$ cat src/rtl/mem_bridge_pkg.sv
`default_nettype none
// ============================================================================
// Module      : mem_bridge_pkg
// Description : Shared types, constants and helpers for the CPU-to-memory
//               bridge (state encoding, abort fill values, word alignment).
// Revision    : 1.0 - initial release
// ============================================================================
package mem_bridge_pkg;

   // Bridge sequencing states: data access is always tried before the fetch
   typedef enum logic [1:0] {
      ST_IDLE  = 2'd0,
      ST_DATA  = 2'd1,
      ST_INSTR = 2'd2,
      ST_DONE  = 2'd3
   } state_e;

   // Value returned to the core when a fetch is aborted: ADDI x0,x0,0
   localparam logic [31:0] NOP_INSTR  = 32'h0000_0013;
   // Value returned to the core when a load is aborted
   localparam logic [31:0] ABORT_DATA = 32'h0000_0000;

   // Widest address the alignment helper accepts; callers cast in and out
   localparam int ADDR_MAX_W = 64;

   // Clear the byte offset so the memory always sees a word address
   function automatic logic [ADDR_MAX_W-1:0] word_align(input logic [ADDR_MAX_W-1:0] addr);
      word_align = {addr[ADDR_MAX_W-1:2], 2'b00};
   endfunction

endpackage : mem_bridge_pkg
`default_nettype wire

$ cat src/rtl/mem_bridge_timer.sv
`default_nettype none
// ============================================================================
// Module      : mem_bridge_timer
// Description : Access watchdog. Counts cycles while enabled, clears on
//               request, and flags expiry in the TIMEOUT_CYC-th enabled cycle.
// Revision    : 1.0 - initial release
// ============================================================================
module mem_bridge_timer #(
   parameter int TIMEOUT_CYC = 255
) (
   input  logic clk,
   input  logic rst,        // asynchronous, active-low
   input  logic clr_i,      // return count to zero
   input  logic en_i,       // an access is in progress
   output logic expire_o    // last permitted wait cycle reached
);

   // Counter only needs to hold 0 .. TIMEOUT_CYC-1
   localparam int CNT_W = ($clog2(TIMEOUT_CYC) < 1) ? 1 : $clog2(TIMEOUT_CYC);
   localparam logic [CNT_W-1:0] CNT_LAST = CNT_W'(TIMEOUT_CYC - 1);

   logic [CNT_W-1:0] count_q;
   logic [CNT_W-1:0] count_d;

   assign expire_o = en_i & (count_q == CNT_LAST);

   // Next count: clear wins, otherwise advance until the last value
   always_comb begin
      count_d = count_q;
      if (clr_i) begin
         count_d = '0;
      end else if (en_i && (count_q != CNT_LAST)) begin
         count_d = count_q + 1'b1;
      end
   end

   // Count register
   always_ff @(posedge clk or negedge rst) begin
      if (!rst) begin
         count_q <= '0;
      end else begin
         count_q <= count_d;
      end
   end

endmodule : mem_bridge_timer
`default_nettype wire

$ cat src/rtl/mem_bridge.sv
`default_nettype none
// ============================================================================
// Module      : mem_bridge
// Description : Serialises the core's data and instruction requests onto a
//               single-ported variable-latency memory (data first), stalls
//               the core meanwhile and returns registered read data. A
//               watchdog aborts stuck accesses and raises a sticky bus_err.
//               Optional performance counters: define MEM_BRIDGE_PERF_EN.
// Revision    : 1.0 - initial release
// ============================================================================
module mem_bridge
   import mem_bridge_pkg::*;
#(
   parameter int ADDR_W      = 32,
   parameter int TIMEOUT_CYC = 255
) (
   input  logic              clk,
   input  logic              rst,          // asynchronous, active-low
   // core side
   input  logic              instr_read,
   input  logic [ADDR_W-1:0] instr_addr,
   input  logic              data_read,
   input  logic [3:0]        data_write,
   input  logic [ADDR_W-1:0] data_addr,
   input  logic [31:0]       data_in,
   output logic [31:0]       instr_out,
   output logic [31:0]       data_out,
   output logic              cpu_stall,
   // memory side
   output logic              mem_req,
   output logic [3:0]        mem_we,
   output logic [ADDR_W-1:0] mem_addr,
   output logic [31:0]       mem_wdata,
   input  logic              mem_ready,
   input  logic [31:0]       mem_rdata,
   // status
   output logic              bus_err
`ifdef MEM_BRIDGE_PERF_EN
   ,
   output logic [31:0]       perf_stall_cyc,
   output logic [31:0]       perf_access_cnt
`endif
);

   // ------------------------------------------------------------------------
   // State and captured data
   // ------------------------------------------------------------------------
   state_e      state_q, state_d;
   logic        d_done_q, d_done_d;   // data part of this CPU cycle finished
   logic        i_done_q, i_done_d;   // fetch part of this CPU cycle finished
   logic [31:0] instr_q, instr_d;
   logic [31:0] data_q, data_d;
   logic        err_q, err_d;

   logic              w_data_req;
   logic              w_any_req;
   logic              w_timer_en;
   logic              w_timer_clr;
   logic              w_expire;
   logic              w_access_end;   // access completed or aborted this cycle
   logic [ADDR_W-1:0] w_data_waddr;
   logic [ADDR_W-1:0] w_instr_waddr;

   assign w_data_req = data_read | (data_write != 4'b0000);
   assign w_any_req  = w_data_req | instr_read;

   assign w_data_waddr  = ADDR_W'(word_align(ADDR_MAX_W'(data_addr)));
   assign w_instr_waddr = ADDR_W'(word_align(ADDR_MAX_W'(instr_addr)));

   // Stall is gated by reset so every output reads zero while rst is low,
   // even if the core keeps its request asserted.
   assign cpu_stall = rst & w_any_req & (state_q != ST_DONE);

   assign instr_out = instr_q;
   assign data_out  = data_q;
   assign bus_err   = err_q;

   // Watchdog restarts in IDLE/DONE, so every access starts from zero
   assign w_timer_en  = (state_q == ST_DATA) || (state_q == ST_INSTR);
   assign w_timer_clr = ~w_timer_en;

   mem_bridge_timer #(
      .TIMEOUT_CYC (TIMEOUT_CYC)
   ) u_timer (
      .clk      (clk),
      .rst      (rst),
      .clr_i    (w_timer_clr),
      .en_i     (w_timer_en),
      .expire_o (w_expire)
   );

   // Next-state, memory strobes and capture values
   always_comb begin
      state_d      = state_q;
      d_done_d     = d_done_q;
      i_done_d     = i_done_q;
      instr_d      = instr_q;
      data_d       = data_q;
      err_d        = err_q;
      mem_req      = 1'b0;
      mem_we       = 4'b0000;
      mem_addr     = '0;
      mem_wdata    = 32'h0;
      w_access_end = 1'b0;

      case (state_q)
         ST_IDLE: begin
            if (w_data_req && !d_done_q) begin
               state_d = ST_DATA;
            end else if (instr_read && !i_done_q) begin
               state_d = ST_INSTR;
            end else if (w_any_req) begin
               state_d = ST_DONE;
            end
         end

         ST_DATA: begin
            mem_req   = 1'b1;
            // A load takes precedence over any simultaneous byte enables
            mem_we    = data_read ? 4'b0000 : data_write;
            mem_addr  = w_data_waddr;
            mem_wdata = data_in;
            if (mem_ready) begin
               if (data_read) begin
                  data_d = mem_rdata;
               end
               d_done_d     = 1'b1;
               w_access_end = 1'b1;
               state_d      = ST_IDLE;
            end else if (w_expire) begin
               if (data_read) begin
                  data_d = ABORT_DATA;
               end
               err_d        = 1'b1;
               d_done_d     = 1'b1;
               w_access_end = 1'b1;
               state_d      = ST_IDLE;
            end
         end

         ST_INSTR: begin
            mem_req  = 1'b1;
            mem_addr = w_instr_waddr;
            if (mem_ready) begin
               instr_d      = mem_rdata;
               i_done_d     = 1'b1;
               w_access_end = 1'b1;
               state_d      = ST_IDLE;
            end else if (w_expire) begin
               instr_d      = NOP_INSTR;
               err_d        = 1'b1;
               i_done_d     = 1'b1;
               w_access_end = 1'b1;
               state_d      = ST_IDLE;
            end
         end

         ST_DONE: begin
            // Core advances this cycle; the next CPU cycle starts fresh
            d_done_d = 1'b0;
            i_done_d = 1'b0;
            state_d  = ST_IDLE;
         end

         default: begin
            state_d = ST_IDLE;
         end
      endcase
   end

   // State, completion flags, read-data and error registers
   always_ff @(posedge clk or negedge rst) begin
      if (!rst) begin
         state_q  <= ST_IDLE;
         d_done_q <= 1'b0;
         i_done_q <= 1'b0;
         instr_q  <= 32'h0;
         data_q   <= 32'h0;
         err_q    <= 1'b0;
      end else begin
         state_q  <= state_d;
         d_done_q <= d_done_d;
         i_done_q <= i_done_d;
         instr_q  <= instr_d;
         data_q   <= data_d;
         err_q    <= err_d;
      end
   end

`ifdef MEM_BRIDGE_PERF_EN
   logic [31:0] perf_stall_q, perf_stall_d;
   logic [31:0] perf_acc_q, perf_acc_d;

   assign perf_stall_cyc  = perf_stall_q;
   assign perf_access_cnt = perf_acc_q;

   // Free-running event counters, wrapping naturally at 2^32
   always_comb begin
      perf_stall_d = perf_stall_q;
      perf_acc_d   = perf_acc_q;
      if (cpu_stall) begin
         perf_stall_d = perf_stall_q + 32'd1;
      end
      if (w_access_end) begin
         perf_acc_d = perf_acc_q + 32'd1;
      end
   end

   // Performance counter registers
   always_ff @(posedge clk or negedge rst) begin
      if (!rst) begin
         perf_stall_q <= 32'h0;
         perf_acc_q   <= 32'h0;
      end else begin
         perf_stall_q <= perf_stall_d;
         perf_acc_q   <= perf_acc_d;
      end
   end
`endif

endmodule : mem_bridge
`default_nettype wire

$ cat config.mk
export PLATFORM = sky130hd
export DESIGN_NAME = mem_bridge
export DESIGN_NICKNAME = d
export VERILOG_FILES = /design/src/rtl/mem_bridge_pkg.sv /design/src/rtl/mem_bridge_timer.sv /design/src/rtl/mem_bridge.sv
export SDC_FILE = /design/constraint.sdc
export NUM_CORES = 1
export LEC_CHECK = 0
export CELL_PAD_IN_SITES_DETAIL_PLACEMENT = 0
export CELL_PAD_IN_SITES_GLOBAL_PLACEMENT = 1
export CORE_ASPECT_RATIO = 0.75
export CORE_MARGIN = 2
export CORE_UTILIZATION = 25
export DETAILED_ROUTE_END_ITERATION = 6
export PLACE_DENSITY_LB_ADDON = 0.1
export SYNTH_ARGS = -nofsm -noshare
export SYNTH_HDL_FRONTEND = slang
export SYNTH_SLANG_ARGS = --single-unit
$ cat constraint.sdc
create_clock -name clk -period 2.33 [get_ports clk]
set_input_delay 0.466 -clock clk [delete_from_list [all_inputs] [get_ports clk]]
set_output_delay 0.466 -clock clk [all_outputs]
set_load 0.02 [all_outputs]
==> impl_metrics.py <==
metrics = {
    "run_status": {
        "status": "finished, final reports clean",
    },
    "placed_design": {
        "port_buffers": 265,
        "gp_congestion": 0.8593,
        "dp_slack_ns": -0.4112,
        "dp_hpwl_um": 11720,
        "dp.cells": 787,
    },
    "global_route": {
        "grt_use_total_pct": 19.36,
        "grt_overflow_total": 0,
        "antenna_found_initial": 0,
        "grt_pass1_wl_um": 24270,
        "grt_pass1_vias": 4005,
        "grt_max_degree": 63,
    },
    "synthesis": {
        "syn_area_sq_mm": 0.003786,
        "async_flop_share_pct": 100.0,
        "ys_warn_count": 0,
        "synth_enable_flop_cells": 0,
        "synth_cells": 341,
        "synth.top_cell.area_share_pct": 50.89,
        "ys_dominant_reg_cell": "dfrtp_1",
        "syn_area_per_cell_sq_um": 11.10,
        "ys_ff_latch": 77,
        "seq_area_frac_synth_pct": 50.89,
        "synth_top_area_cell": "dfrtp_1",
        "yosysMostFrequentCell": "dfrtp_1",
        "yosys-top-cells-area": "dfrtp_1 (51%), a32o_1 (16%), and2_1 (6.3%)",
        "yosysUniqueCellTypes": 42,
        "yosys-top-cells-count": "dfrtp_1 (77), a32o_1 (61), and2_1 (38), nor2_1 (32), a22oi_1 (30)",
    },
    "floorplanning": {
        "die_w_um": 146.1,
        "io_pins": 272,
        "die_area_sq_mm": 0.01616,
        "start_util_pct": 25.85,
        "rows": 38,
        "coreArea_sq_mm": 0.01464,
        "die_height_um": 110.6,
    },
    "clock_tree": {
        "clkTransAtPathRegs_ns": 0.06,
        "h-tree-depth": 3,
        "ctsHoldBuffers": 0,
        "cts_root_buf": "clkbuf_16",
        "cts_tree": "yes",
        "cts_sinks": 77,
        "cts_buffer_depth": 2,
        "clkLatencyLatePin_ns": 0.33,
        "numCtsBuffers": 9,
    },
    "sta": {
        "finalWorstSetupSlack_ns": 0.002901,
        "finalSetupViolCount": 0,
        "rsz0062_at_grt": "yes",
        "layout_min_cycle_time_ns": 2.327,
        "worstMarginPinSlew_ns": 0.7618,
        "drv_slew": 0,
        "whs_ns": 0.1204,
        "fmax_ghz": 0.4297,
        "fin_crit_sh_pct": 99.88,
        "slew_headroom_pct": 49.21,
        "finClkSkew_ns": 0.004791,
        "hold_viol_final": 0,
    },
    "setup_path": {
        "crit_fanout": 2,
        "path_class": "in -> out",
        "critPathLaunchType": "input port",
        "reg2regPathDepth": 6,
        "endpoint_kind": "primary output",
        "cp.required_ns": 1.86,
        "arrival_ns": 1.86,
    },
    "detailed_routing": {
        "routed_wl_um": 16120,
        "drt-vias-per-instance": 4.894,
        "drtPass1Iterations": 4,
        "ant_nets": 0,
        "drt_iter0_markers": 247,
        "detail_route.wl_per_cell_um": 20.05,
        "vias": 3935,
        "drc": 0,
    },
    "layout": {
        "drive_gt1_share_pct": 13.08,
        "area_growth_pct": 81.26,
        "seq_area_sq_mm": 0.001927,
        "n_antenna_cell": 0,
        "fin_cells": 804,
        "fill_cells": 1412,
        "fin_util_pct": 46.86,
        "nets": 743,
        "multiInputGateArea_sq_mm": 0.001654,
    },
    "run": {
        "cap_viol_max_count": 0,
    },
    "min_path": {
        "hold_path_class": "in -> async",
    },
    "pwr": {
        "cellLeakagePower_nw": 2.987,
        "power_density_mw_per_mm2": 1332,
        "power.total_mw": 9.139,
        "irDropWorstVdd_mv": 0.5878,
    },
}
placed cells by master (no fill, tap or decap), types with 3 or more instances in the layout:
master,netlist,routed
clkdlybuf4s50_1,0,194
dfrtp_1,77,77
a32o_1,61,61
and2_1,38,38
dlygate4sd2_1,0,33
nor2_1,32,32
a22oi_1,30,30
clkbuf_2,0,29
buf_4,3,13
clkbuf_16,0,11
inv_1,7,7
nand2_1,5,5
buf_2,1,5
buf_12,0,5
nor3b_1,4,4
o21ai_0,4,4
nor3_1,4,4
ha_1,6,4
a31oi_1,3,3
a22o_1,3,3
o22a_1,3,3
layer usage:
layer	part of all wire [%]	global-route usage [%]	routed length [um]
met4	0.71	3.495	114
met2	49	32.96	7833
met5	0	0	0
met3	6.0	6.074	973
met1	45	24.44	7200
worst max-delay path: stages:
cell and delay (ns):
clkdlybuf4s50_1 0.44, or4_4 0.52, nor3_4 0.20, nor3b_1 0.07, buf_2 0.16
state kept, by name, indices dropped and copies added, names as in the netlist:
register and flops:
i_done_q 1, instr_out 32, d_done_q 1, bus_err 1, u_timer.count_q 8, data_out 32
state_q 2
path summary, 6_finish.rpt:
kind / startpoint / endpoint / slack, ns
max: data_write[0] / cpu_stall / 0.003
min: rst / instr_out[25] / 0.12
max reg2reg: u_timer.count_q[0] / instr_out[31] / 0.35
min reg2reg: data_out[13] / data_out[13] / 0.49
max in group asynchronous: rst / instr_out[3] / 1.19
min in group clk: data_out[13] / data_out[13] / 0.49
kinds of logic after synthesis:
kind of cell	count (synthesis)	share of synthesized area [%]
flops	77	50.89
simple gates	96	13.88
mux	1	0.2644
fa+ha+maj	6	1.983
compound gates	114	26.67
xor+xnor	1	0.2314
other cells	1	0.09905
buf+inv	45	5.981
through the flow:
stage	cell area [sq um]	TNS, ns
final	6863	0
after detailed placement	6684	-0.5066
after floorplan	3790	0
after CTS	6925	-0.1993
after global routing	6863	-0.1117
after global placement	6684	-0.5264
layout make-up:
type                    instances  share of cell area (%)
repair buffers                284                   39.11
flip-flops and latches         77                   28.08
multi-input cells             220                   24.10
well taps                     200                   3.646
clock buffers                  11                   3.537
clock inverters                 4                   1.057
inverters                       8                  0.4740
repair_timing:
action,4_1_cts,5_1_grt
gates cloned,0,2
setup buffers,0,0
setup endpoints to repair,68,35
resized for setup,77,72
pin swaps,0,2
power breakdown:
| group | internal [mW] | total, mW | leakage, nW | switching [mW] |
|---|---|---|---|---|
| clock | 0.959 | 1.47 | 0.152 | 0.515 |
| sequential | 1.93 | 2.28 | 0.966 | 0.350 |
| combinational | 2.50 | 5.38 | 1.87 | 2.88 |
No activity file was read; power rests on OpenSTA's default activity.
